<file path="src/rtl/exec_stage_pkg.sv">
// Shared definitions for the execute stage: exec op codes and stage states.
// The decoder drives _op from the same op list.
package exec_stage_pkg;

  typedef enum logic [4:0] {
    OP_ADD    = 5'd0,
    OP_SUB    = 5'd1,
    OP_SLL    = 5'd2,
    OP_SLT    = 5'd3,
    OP_SLTU   = 5'd4,
    OP_XOR    = 5'd5,
    OP_SRL    = 5'd6,
    OP_SRA    = 5'd7,
    OP_OR     = 5'd8,
    OP_AND    = 5'd9,
    OP_LUI    = 5'd10,
    OP_AUIPC  = 5'd11,
    OP_JAL    = 5'd12,
    OP_JALR   = 5'd13,
    OP_BEQ    = 5'd14,
    OP_BNE    = 5'd15,
    OP_BLT    = 5'd16,
    OP_BGE    = 5'd17,
    OP_BLTU   = 5'd18,
    OP_BGEU   = 5'd19,
    OP_MUL    = 5'd20,
    OP_MULH   = 5'd21,
    OP_MULHSU = 5'd22,
    OP_MULHU  = 5'd23
  } op_e;

  typedef enum logic [0:0] {
    S_IDLE     = 1'b0,
    S_MUL_BUSY = 1'b1
  } state_e;

endpackage

</file>
<file path="src/rtl/exec_stage_mul_iter.sv">
// Iterative shift-add multiplier on operand magnitudes; one step per cycle,
// sign fix-up folded into the final step. Flush discards work in flight.
module mul_iter #(
  parameter int W      = 32,
  parameter int CYCLES = 32
) (
  input  logic           clk,
  input  logic           rst_n,
  input  logic           flush,
  input  logic           start,
  input  logic [W-1:0]   a,
  input  logic [W-1:0]   b,
  input  logic           a_signed,
  input  logic           b_signed,
  output logic           done,
  output logic [2*W-1:0] product
);

  localparam int CNT_W = $clog2(CYCLES);

  logic             busy;
  logic [CNT_W-1:0] cnt;
  logic [2*W-1:0]   mcand;
  logic [W-1:0]     mplier;
  logic [2*W-1:0]   acc;
  logic             neg;
  logic [2*W-1:0]   partial;
  logic [W-1:0]     mag_a;
  logic [W-1:0]     mag_b;

  assign mag_a   = (a_signed && a[W-1]) ? -a : a;
  assign mag_b   = (b_signed && b[W-1]) ? -b : b;
  assign partial = acc + (mplier[0] ? mcand : '0);
  assign done    = busy && (cnt == CNT_W'(CYCLES - 1));
  // Product is only sampled on the done edge, when partial holds the full sum.
  assign product = neg ? -partial : partial;

  // NOTE: sequential state uses non-blocking assignments so every register
  // samples the pre-edge values; blocking here would chain the updates.
  always_ff @(posedge clk or negedge rst_n) begin
    if (!rst_n) begin
      busy   <= 1'b0;
      cnt    <= '0;
      mcand  <= '0;
      mplier <= '0;
      acc    <= '0;
      neg    <= 1'b0;
    end else if (flush) begin
      busy <= 1'b0;
      cnt  <= '0;
    end else if (start) begin
      busy   <= 1'b1;
      cnt    <= '0;
      mcand  <= {{W{1'b0}}, mag_a};
      mplier <= mag_b;
      acc    <= '0;
      neg    <= (a_signed && a[W-1]) ^ (b_signed && b[W-1]);
    end else if (busy) begin
      acc    <= partial;
      mcand  <= mcand << 1;
      mplier <= mplier >> 1;
      cnt    <= done ? '0 : cnt + CNT_W'(1);
      if (done) busy <= 1'b0;
    end
  end

endmodule

</file>
<file path="src/rtl/exec_stage.sv">
// Execute stage: single-cycle ALU/branch/jump ops, iterative RV32M multiply,
// single-entry output register to writeback and a one-cycle fetch redirect.
module exec_stage
  import exec_stage_pkg::*;
#(
  parameter int WORDSZ     = 32,
  parameter int MUL_CYCLES = 32
) (
  input  logic              _clk,
  input  logic              _reset,
  input  logic              _in_valid,
  output logic              in_ready_,
  input  logic [4:0]        _op,
  input  logic [WORDSZ-1:0] _src1,
  input  logic [WORDSZ-1:0] _src2,
  input  logic [WORDSZ-1:0] _imm,
  input  logic              _use_imm,
  input  logic [WORDSZ-1:0] _pc,
  input  logic [4:0]        _rd,
  input  logic              _flush,
  input  logic              _en_trace,
  input  logic              _out_ready,
  output logic              out_valid_,
  output logic [WORDSZ-1:0] out_result_,
  output logic [4:0]        out_rd_,
  output logic [WORDSZ-1:0] out_pc_,
  output logic              redirect_valid_,
  output logic [WORDSZ-1:0] redirect_pc_
);

  state_e              state;
  logic                accept;
  logic [WORDSZ-1:0]   opb;
  logic [4:0]          shamt;
  logic [WORDSZ-1:0]   alu_res;
  logic [WORDSZ-1:0]   target;
  logic [WORDSZ-1:0]   jalr_sum;
  logic                redir;
  logic                is_branch;
  logic                is_mul;
  logic                mul_hi;
  logic [4:0]          mul_rd;
  logic [WORDSZ-1:0]   mul_pc;
  logic                mul_done;
  logic [2*WORDSZ-1:0] mul_prod;
  logic                unused_trace;

  // Trace printing lives in simulation-only wrappers; the stage ignores it.
  assign unused_trace = _en_trace;

  assign in_ready_ = (state == S_IDLE) && !_flush && (!out_valid_ || _out_ready);
  assign accept    = _in_valid && in_ready_;
  assign opb       = _use_imm ? _imm : _src2;
  assign shamt     = opb[4:0];
  assign jalr_sum  = _src1 + _imm;
  assign is_mul    = _op inside {OP_MUL, OP_MULH, OP_MULHSU, OP_MULHU};
  assign is_branch = _op inside {OP_BEQ, OP_BNE, OP_BLT, OP_BGE, OP_BLTU, OP_BGEU};

  // NOTE: every always_comb output gets a default first so no path can
  // leave it unassigned and infer a latch.
  always_comb begin
    alu_res = _src1 + opb;
    redir   = 1'b0;
    target  = _pc + _imm;
    case (_op)
      OP_SUB:   alu_res = _src1 - opb;
      OP_SLL:   alu_res = _src1 << shamt;
      OP_SLT:   alu_res = {{(WORDSZ-1){1'b0}}, $signed(_src1) < $signed(opb)};
      OP_SLTU:  alu_res = {{(WORDSZ-1){1'b0}}, _src1 < opb};
      OP_XOR:   alu_res = _src1 ^ opb;
      OP_SRL:   alu_res = _src1 >> shamt;
      OP_SRA:   alu_res = $signed(_src1) >>> shamt;
      OP_OR:    alu_res = _src1 | opb;
      OP_AND:   alu_res = _src1 & opb;
      OP_LUI:   alu_res = _imm;
      OP_AUIPC: alu_res = _pc + _imm;
      OP_JAL: begin
        alu_res = _pc + WORDSZ'(4);
        redir   = 1'b1;
      end
      OP_JALR: begin
        alu_res = _pc + WORDSZ'(4);
        redir   = 1'b1;
        target  = {jalr_sum[WORDSZ-1:1], 1'b0};
      end
      OP_BEQ:  begin alu_res = '0; redir = (_src1 == _src2); end
      OP_BNE:  begin alu_res = '0; redir = (_src1 != _src2); end
      OP_BLT:  begin alu_res = '0; redir = ($signed(_src1) <  $signed(_src2)); end
      OP_BGE:  begin alu_res = '0; redir = ($signed(_src1) >= $signed(_src2)); end
      OP_BLTU: begin alu_res = '0; redir = (_src1 <  _src2); end
      OP_BGEU: begin alu_res = '0; redir = (_src1 >= _src2); end
      default: ;
    endcase
  end

  mul_iter #(
    .W      (WORDSZ),
    .CYCLES (MUL_CYCLES)
  ) u_mul (
    .clk      (_clk),
    .rst_n    (_reset),
    .flush    (_flush),
    .start    (accept && is_mul),
    .a        (_src1),
    .b        (_src2),
    .a_signed (_op == OP_MULH || _op == OP_MULHSU),
    .b_signed (_op == OP_MULH),
    .done     (mul_done),
    .product  (mul_prod)
  );

  always_ff @(posedge _clk or negedge _reset) begin
    if (!_reset) begin
      state           <= S_IDLE;
      out_valid_      <= 1'b0;
      out_result_     <= '0;
      out_rd_         <= '0;
      out_pc_         <= '0;
      redirect_valid_ <= 1'b0;
      redirect_pc_    <= '0;
      mul_hi          <= 1'b0;
      mul_rd          <= '0;
      mul_pc          <= '0;
    end else if (_flush) begin
      state           <= S_IDLE;
      out_valid_      <= 1'b0;
      redirect_valid_ <= 1'b0;
    end else begin
      redirect_valid_ <= 1'b0;
      if (accept && is_mul) begin
        state      <= S_MUL_BUSY;
        mul_hi     <= (_op != OP_MUL);
        mul_rd     <= _rd;
        mul_pc     <= _pc;
        out_valid_ <= 1'b0;
      end else if (accept) begin
        out_valid_      <= 1'b1;
        out_result_     <= alu_res;
        out_rd_         <= is_branch ? 5'd0 : _rd;
        out_pc_         <= _pc;
        redirect_valid_ <= redir;
        if (redir) redirect_pc_ <= target;
      end else if (state == S_MUL_BUSY && mul_done) begin
        // Acceptance required an empty/draining output, so the slot is free.
        state       <= S_IDLE;
        out_valid_  <= 1'b1;
        out_result_ <= mul_hi ? mul_prod[2*WORDSZ-1:WORDSZ] : mul_prod[WORDSZ-1:0];
        out_rd_     <= mul_rd;
        out_pc_     <= mul_pc;
      end else if (_out_ready) begin
        out_valid_ <= 1'b0;
      end
    end
  end

endmodule

</file>
<file path="config.mk">
export PLATFORM = sky130hd
export DESIGN_NAME = exec_stage
export DESIGN_NICKNAME = d
export VERILOG_FILES = /design/src/rtl/exec_stage_pkg.sv /design/src/rtl/exec_stage_mul_iter.sv /design/src/rtl/exec_stage.sv
export SDC_FILE = /design/constraint.sdc
export NUM_CORES = 2
export LEC_CHECK = 0
export ABC_AREA = 0
export CORE_MARGIN = 5
export CORE_UTILIZATION = 46
export CTS_CLUSTER_DIAMETER = 60
export DETAILED_ROUTE_END_ITERATION = 6
export PLACE_DENSITY_LB_ADDON = 0.15
export SLEW_MARGIN = 20
export SYNTH_ARGS = -nofsm -noshare
export SYNTH_HDL_FRONTEND = slang
export SYNTH_SLANG_ARGS = --single-unit
export TNS_END_PERCENT = 50
</file>
<file path="constraint.sdc">
create_clock -name _clk -period 4.98 [get_ports _clk]
set_input_delay 0.996 -clock _clk [delete_from_list [all_inputs] [get_ports _clk]]
set_output_delay 0.996 -clock _clk [all_outputs]
set_load 0.02 [all_outputs]
</file>
==> impl_metrics.toml <==
[routing]
drc = 2
wirelength_mm = 175
routed_via_density = 6.29
vias = 42200
drtPass1Iterations = 7
ant_nets = 0
dr.first_iter.drc_count = 4409
routedWlPerCell_um = 26.1

[yosys]
synthFlopType = "dfrtp_1"
synth-edff-count = 0
synth_cells = 4879
synth-seq-cells = 309
ys_types = 109
syn_area_um2 = 35500
ys_seq_area_share_pct = 21.8
ys_warn_count = 0
synth_nets = 5289
synthArstFlopShare_pct = 100
avgSynthCellArea_um2 = 7.28

[power]
peakVddDrop_uv = 341
finalPower_mw = 15.8
p_leak_nw = 20.5
powerDensity_nw_per_um2 = 338

[floorplanning]
die_w_um = 288
fp-row-count = 101
fp.dieArea_um2 = 82900
ioPinCount = 249
die_h_um = 288
initial_core_util_pct = 46.6
core_area_um2 = 76200

[timing]
setup_viol = 2
worstMarginPinSlew_ps = 1010
drv_slew = 0
final-hold-violation-count = 0
finalClockSkew_ps = 38.8
holdWs_ps = 330
timing.final.crit_share_pct = 100
fmax_mhz = 201
fin_crit_ps = 4990
setup_ws_ps = -5.38
max_slew_margin_pct = 31.7
grt_setup_unrepaired = "true"

[placed_design]
hpwl_mm = 140
port_buffers = 247
gp_congestion = 1.07

[worst_setup_path]
worstPathArrival_ps = 5490
end_kind = "register"
required_ps = 5480
start_kind = "register"
crit_type = "reg -> reg"
worst-path-max-fanout = 21

[global_routing]
grt_max_degree = 159
grt_antenna_before_repair = 4
grt_pass1_vias = 40100
grt_pass1_wl_mm = 255
track_usage_pct = 40.4
grt-ovfl-total = 0

[cts]
clk_pin_slew_worst_paths_ps = 60
cts_root_buf = "clkbuf_16"
ctsHtreeMaxLevel = 2
clk_path_buf_depth = 3
tritoncts = "yes"
postCtsHoldBufs = 0
cts_made_buffers = 44
clock-sinks = 309
insertion_delay_ps = 640

[min_path]
hold_class = "in -> async"

[status]
violations = "design-rule violations, negative setup slack"
status = "complete, but fails checks"

[flow_run]
drv_cap = 0

[final_layout]
final_nets = 6055
final_cell_mix = "nand2_1, buf_4, nor2_1"
layout_commonest_cell = "nand2_1"
drive_above_1_share_pct = 19.7
area_growth_pct = 31.3
## per-stage QoR
step | instance area (um^2) | setup slack (ps) | utilization (%) | cells | setup TNS [ps]
2_1_floorplan | 35700 | -7.25 | - | 4879 | -7.25
3_3_place_gp | 44300 | -533 | 58.2 | 6617 | -3670
3_5_place_dp | 44300 | -615 | 58.2 | 6617 | -4800
4_1_cts | 46000 | -0.760 | 60.3 | 6696 | -0.760
5_1_grt | 46600 | -79.0 | 61.2 | 6708 | -441
6_report | 46600 | -5.38 | 61.2 | 6709 | -5.39
## power breakdown
| part | leakage, nW | internal [mW] | switching, mW | total [mW] |
|---|---|---|---|---|
| logic | 15.8 | 3.71 | 4.98 | 8.69 |
| clock network | 0.769 | 2.11 | 1.37 | 3.47 |
| registers | 3.90 | 3.15 | 0.475 | 3.63 |
| total | 20.5 | 8.97 | 6.82 | 15.8 |
## synthesized netlist by cell type, types with 41 or more instances
library cell / n / area share [%]
nand2_1: 825 / 8.7
nor2_1: 500 / 5.3
a21oi_1: 410 / 5.8
dfrtp_1: 309 / 22
clkbuf_1: 260 / 2.7
ha_1: 260 / 9.2
o21ai_0: 247 / 3.5
inv_1: 176 / 1.9
xnor2_1: 166 / 4.1
a31oi_1: 151 / 2.7
nand3_1: 96 / 1.4
nor3_1: 96 / 1.4
and2_1: 89 / 1.6
mux2i_1: 88 / 2.5
a21o_1: 81 / 1.7
nand4_1: 70 / 1.2
a211oi_1: 62 / 1.3
xor2_1: 61 / 1.5
o211ai_1: 58 / 1.2
o21a_1: 58 / 1.2
a221oi_1: 57 / 1.4
o31ai_1: 50 / 1.1
and3_1: 41 / 0.72
## final cells by class
| type | count | area, um^2 |
|---|---|---|
| diodes | 1 | 2.50 |
| clock buffers | 57 | 1250 |
| clock inverters | 22 | 344 |
| fillers | 7072 | 29600 |
| inverters | 180 | 676 |
| multi-input cells | 4083 | 26700 |
| flip-flops and latches | 309 | 7730 |
| well taps | 1030 | 1290 |
| repair buffers | 1027 | 8630 |
## logic make-up (layout without fill, tap and decap cells)
| family | after synthesis | in the layout | share of synthesized area, % |
|---|---|---|---|
| and+or+nand+nor | 1925 | 1925 | 24.5 |
| AOI/OAI and AO/OA | 1515 | 1515 | 28.2 |
| muxes | 151 | 151 | 5.27 |
| other | 0 | 1 | 0 |
| adders and majority gates | 265 | 265 | 9.44 |
| xor gates and xnor gates | 227 | 227 | 5.60 |
| DFF | 309 | 309 | 21.8 |
| buffers and inverters | 487 | 1286 | 5.25 |
## timing repair
| item | 4_1_cts | 5_1_grt |
|---|---|---|
| pin swaps | 2 | 25 |
| buffers inserted | 0 | 12 |
| resized for setup | 13 | 124 |
| endpoints found under the setup margin | 12 | 28 |
## critical path: stages, from the launching register on
cell,delay [ps]
dfrtp_2,450
buf_8,170
buf_4,190
and2_1,160
ha_1,320
buf_4,170
nand2_1,100
buf_4,130
o21ai_0,140
a21oi_1,270
buf_4,160
buf_4,90
o21ai_0,210
a22oi_1,380
a31oi_1,180
or4_1,530
a222oi_1,350
and3_1,270
nand4_1,130
mux2i_1,310
o31ai_1,130
## per-layer routing
layer	part of all wire [%]	global-route usage, %
met1	38	48.9
met2	45	65.4
met3	7.4	6.12
met4	9.3	29.2
met5	0.0097	0
## sequential cells by signal, summed over array words and instances (netlist names), 5 cells and up
register / count
mul_pc: 32
mul_rd: 5
out_pc_: 32
out_rd_: 5
out_result_: 32
redirect_pc_: 32
u_mul.acc: 64
u_mul.cnt: 5
u_mul.mcand: 64
u_mul.mplier: 32
## path summary, 6_finish.rpt
| check | start | to | slack, ps | cells after the start |
|---|---|---|---|---|
| min in group _clk | mul_pc[22] | mul_pc[22] | 480 | 2 |
| max in group asynchronous | _reset | out_pc_[5] | 3580 | 2 |
| setup / recovery | u_mul.mplier[0] | out_result_[31] | -5 | 20 |
| hold reg to reg | mul_pc[22] | mul_pc[22] | 480 | 2 |
| hold / removal | _reset | u_mul.cnt[1] | 330 | 1 |
| setup reg to reg | u_mul.mplier[0] | out_result_[31] | -5 | 20 |
(Power assumes the default switching activity.)
